File: src/rtl/csam_product_accumulator.sv
`default_nettype none
// ---------------------------------------------------------------------------
// Module   : csam_product_accumulator
// Purpose  : Accumulates multiplier products into a dot-product frame result
//            presented on a valid/ready port.
// Revision : 1.0 - initial release
// ---------------------------------------------------------------------------
module csam_product_accumulator #(
  parameter int PROD_W = 28,
  parameter int ACC_W  = 36,
  parameter int CNT_W  = 8
) (
  input  logic              clk,
  input  logic              reset,
  input  logic              clear,
  input  logic              in_valid,
  output logic              in_ready,
  input  logic [PROD_W-1:0] product,
  input  logic              in_last,
  output logic              out_valid,
  input  logic              out_ready,
  output logic [ACC_W-1:0]  out_sum,
  output logic [CNT_W-1:0]  out_count,
  output logic              out_ovf
);

  typedef enum logic [0:0] {
    ST_ACCUM = 1'b0,
    ST_HOLD  = 1'b1
  } state_t;

  state_t             r_state;
  state_t             w_state_nxt;

  logic [ACC_W-1:0]   r_acc;
  logic [CNT_W-1:0]   r_cnt;
  logic               r_ovf;
  logic               r_out_valid;
  logic [ACC_W-1:0]   r_out_sum;
  logic [CNT_W-1:0]   r_out_count;
  logic               r_out_ovf;

  logic               w_accept;
  logic [ACC_W:0]     w_sum;
  logic [CNT_W-1:0]   w_cnt_inc;
  logic               w_ovf_nxt;

  assign in_ready  = (r_state == ST_ACCUM);
  assign w_accept  = in_valid && in_ready;

  // Extra top bit of the sum is the carry out of the accumulator width.
  assign w_sum     = {1'b0, r_acc} + (ACC_W + 1)'(product);
  assign w_cnt_inc = (r_cnt == {CNT_W{1'b1}}) ? r_cnt : r_cnt + CNT_W'(1);
  assign w_ovf_nxt = r_ovf | w_sum[ACC_W];

  assign out_valid = r_out_valid;
  assign out_sum   = r_out_sum;
  assign out_count = r_out_count;
  assign out_ovf   = r_out_ovf;

  always_ff @(posedge clk) begin
    if (!reset) begin
      r_state <= ST_ACCUM;
    end else begin
      r_state <= w_state_nxt;
    end
  end

  always_comb begin
    w_state_nxt = r_state;
    case (r_state)
      ST_ACCUM: begin
        if (!clear && w_accept && in_last) begin
          w_state_nxt = ST_HOLD;
        end
      end
      ST_HOLD: begin
        if (out_ready) begin
          w_state_nxt = ST_ACCUM;
        end
      end
      default: w_state_nxt = ST_ACCUM;
    endcase
  end

  always_ff @(posedge clk) begin
    if (!reset) begin
      r_acc       <= '0;
      r_cnt       <= '0;
      r_ovf       <= 1'b0;
      r_out_valid <= 1'b0;
      r_out_sum   <= '0;
      r_out_count <= '0;
      r_out_ovf   <= 1'b0;
    end else if (r_state == ST_ACCUM) begin
      if (clear) begin
        // Abort drops the partial frame and any beat offered this cycle.
        r_acc <= '0;
        r_cnt <= '0;
        r_ovf <= 1'b0;
      end else if (w_accept) begin
        if (in_last) begin
          r_out_sum   <= w_sum[ACC_W-1:0];
          r_out_count <= w_cnt_inc;
          r_out_ovf   <= w_ovf_nxt;
          r_out_valid <= 1'b1;
          r_acc       <= '0;
          r_cnt       <= '0;
          r_ovf       <= 1'b0;
        end else begin
          r_acc <= w_sum[ACC_W-1:0];
          r_cnt <= w_cnt_inc;
          r_ovf <= w_ovf_nxt;
        end
      end
    end else if (out_ready) begin
      // Result registers keep their values after the handshake.
      r_out_valid <= 1'b0;
    end
  end

endmodule
`default_nettype wire

File: config.mk
export PLATFORM = sky130hd
export DESIGN_NAME = csam_product_accumulator
export DESIGN_NICKNAME = d
export VERILOG_FILES = /design/src/rtl/csam_product_accumulator.sv
export SDC_FILE = /design/constraint.sdc
export NUM_CORES = 1
export LEC_CHECK = 0
export ABC_CLOCK_PERIOD_IN_PS = 7200
export BUFFER_PORTS_ARGS = -buffer_cell sky130_fd_sc_hd__buf_2
export CORE_ASPECT_RATIO = 1.1
export CORE_MARGIN = 10
export CORE_UTILIZATION = 55
export DETAILED_ROUTE_END_ITERATION = 10
export PLACE_DENSITY_LB_ADDON = 0.12
export SLEW_MARGIN = 40
export SYNTH_ARGS = -nofsm -noshare
export SYNTH_HDL_FRONTEND = slang
export SYNTH_SLANG_ARGS = --single-unit
File: constraint.sdc
create_clock -name clk -period 7.2 [get_ports clk]
set_clock_uncertainty 0.05 [all_clocks]
set_input_delay 2.16 -clock clk [delete_from_list [all_inputs] [get_ports clk]]
set_output_delay 2.16 -clock clk [all_outputs]
set_load 0.02 [all_outputs]
==> reports/metrics.yaml <==
syn_to_final_growth_pct: 12.3
cp_cell_sequence: "buf_2 -> ha_1 -> inv_1 -> fa_1 -> nand2b_1 -> a21oi_1 -> o21ai_1 -> a2111o_1 -> a21oi_1 -> o21ai_1 -> o311ai_1 -> a31oi_1"
setup_ws_ps: 2850
vdd_drop_max_mv: 0.104
slew_viol_final: 0
place_ws_ps: 2500
power_density_nw_per_um2: 178
ys_types: 58
period_needed_ps: 4350
clock-sinks: 92
gp_congestion: 0.931
numCtsBuffers: 9
syn_inst: 654
clkSlewWorstSetupHoldPaths_ps: 100
clk_latency_ps: 380
grt_pass1_wl_um: 22700
total_power_mw: 1.04
yosys.area.top_type: "dfxtp_1"
drt_pass1_iterations: 5
drt-total-wl_um: 13800
finalSetupViolations: 0
die_width_um: 113
utilization_pct: 62.6
hold_violations: 0
synth-async-reset-ratio_pct: 0
grt.overflow.total: 0
wl_met3_um: 748
synth-edff-count: 0
antenna_found_initial: 0
fin_cells: 836
numPortBuffers: 80
r2r_cells: 11
viasPerCell: 5.92
synth.area.top_cells: "dfxtp_1 36%, a21oi_1 7.3%, ha_1 7.0%"
cts_tree: "built"
cts.htree.levels: 3
initial_core_util_pct: 55.7
top_layer: "met4"
p_leak_nw: 2.43
grt_max_degree: 47
syn-num-nets: 718
root_buffer: "clkbuf_8"
met1_length_um: 6150
placed_cells: 820
core.rowCount: 37
routed-via-count: 4951
cts_hold_buf: 0
core_area_um2: 9310
grt_pass1_vias: 4832
io_pins: 81
cp_top_family: "compound AO/OA/AOI/OAI gates"
synth.top_cell.area_share_pct: 35.5
clock_path_buffers: 2
required_ps: 7390
rsz0062_at_grt: "no"
synth.most_common_cell: "dfxtp_1"
avgSynthCellArea_um2: 7.93
synthesis.area_um2: 5190
hp-class: "reg2reg"
worstPathMaxFanout: 4
crit_path_top_delay_cell: "a2111o_1"
antenna-diode-count: 0
grt_usage_pct: 19.7
crit_arrival_ps: 4550
wl_met2_um: 6560
cts_resized: 0
crit_cells: 12
start_kind: "input port"
drc: 0
ys.flop_type: "dfxtp_1"
fmax_ghz: 0.230
status: "complete, no violations"
tightest_slew_ps: 746
crit_buf_inv: 2
hpwl_um: 10100
fp.dieH_um: 122
final_nets: 778
drive_above_1_share_pct: 16.6
whs_path_depth: 2
cap_violations: 0
yosys_register_bits: 92
cts_setup_buffers: 0
cp-end-kind: "register"
max_slew_margin_pct: 50.3
wl_per_cell_um: 16.5
tns_ps: 0
detail-route-antenna-nets: 0
dieArea_um2: 13700
max_stage_delay_ps: 430
timing.final.crit_share_pct: 60.5
yosysWarnings: 0
ys_seq_area_share_pct: 35.5
worstSetupPathType: "in2reg"
drtIter0Drc: 224
synth_common_cells: "92 x dfxtp_1, 86 x nand2_1, 76 x a21oi_1, 60 x nor2_1, 34 x o21ai_0"
==> cell families after synthesis <==
kind of cell    Yosys count  synth area share (%)
flops                    92                  35.5
buf+inv                  49                  3.72
simple gates            230                  20.2
mux                       4                 0.772
fa+ha+maj                30                  7.38
compound gates          216                  26.9
xor+xnor                 33                  5.57
==> stage by stage <==
stage          cell area (µm²)  hold WS, ps
6_report                  5820          405
5_1_grt                   5820          430
4_1_cts                   5820          408
3_5_place_dp              5630          396
3_3_place_gp              5630          390
2_1_floorplan             5190          379
==> worst reg2reg max path: cells and delay by family, from the launching register on <==
kind / cells / cell delay (ps)
compound gates: 7 / 1510
fa+ha+maj: 2 / 550
buf+inv: 1 / 50
flops: 1 / 350
simple gates: 1 / 190
==> report_power, final <==
group	total, mW	switching (mW)	internal (mW)
Sequential	0.530	0.00750	0.523
Clock	0.350	0.189	0.161
Combinational	0.159	0.104	0.0552
==> metal layers <==
layer,up-vias,GRT usage (%)
li1,2469,-
met1,2328,23.6
met2,130,32.9
met3,24,3.79
met4,0,9.92
met5,-,0
==> path summary, 6_finish.rpt <==
check	from	endpoint	slack, ps
setup / recovery	product[0]	out_sum[34]$_SDFFE_PN0P_	2850
hold reg to reg	out_sum[22]$_SDFFE_PN0P_	out_sum[22]$_SDFFE_PN0P_	400
hold / removal	out_sum[22]$_SDFFE_PN0P_	out_sum[22]$_SDFFE_PN0P_	400
setup reg to reg	r_acc[0]$_SDFFE_PN0P_	out_sum[34]$_SDFFE_PN0P_	4350
==> cell usage in the layout (no fill, tap or decap), drive strengths merged, types with 14 or more instances in the layout <==
cell and n:
dfxtp 92, nand2 86, buf 86, a21oi 83, nor2 60, o21ai 45
ha 29, xnor2 22, nand3 20, a22oi 16, a211oi 15, a21o 14
==> state kept, by name (all words and copies together) (netlist names) <==
signal / cells
r_state: 1
r_cnt: 8
out_sum: 36
r_ovf: 1
r_acc: 36
out_valid: 1
out_ovf: 1
out_count: 8
==> layout make-up <==
class,instances,area [µm²]
Sequential cell,92,1840
Timing Repair Buffer,86,445
Clock inverter,6,62.6
Fill cell,821,3480
Inverter,12,45.0
Tap cell,117,146
Multi-Input combinational cell,513,3150
Clock buffer,10,128
No activity file was read; power rests on OpenSTA's default activity.
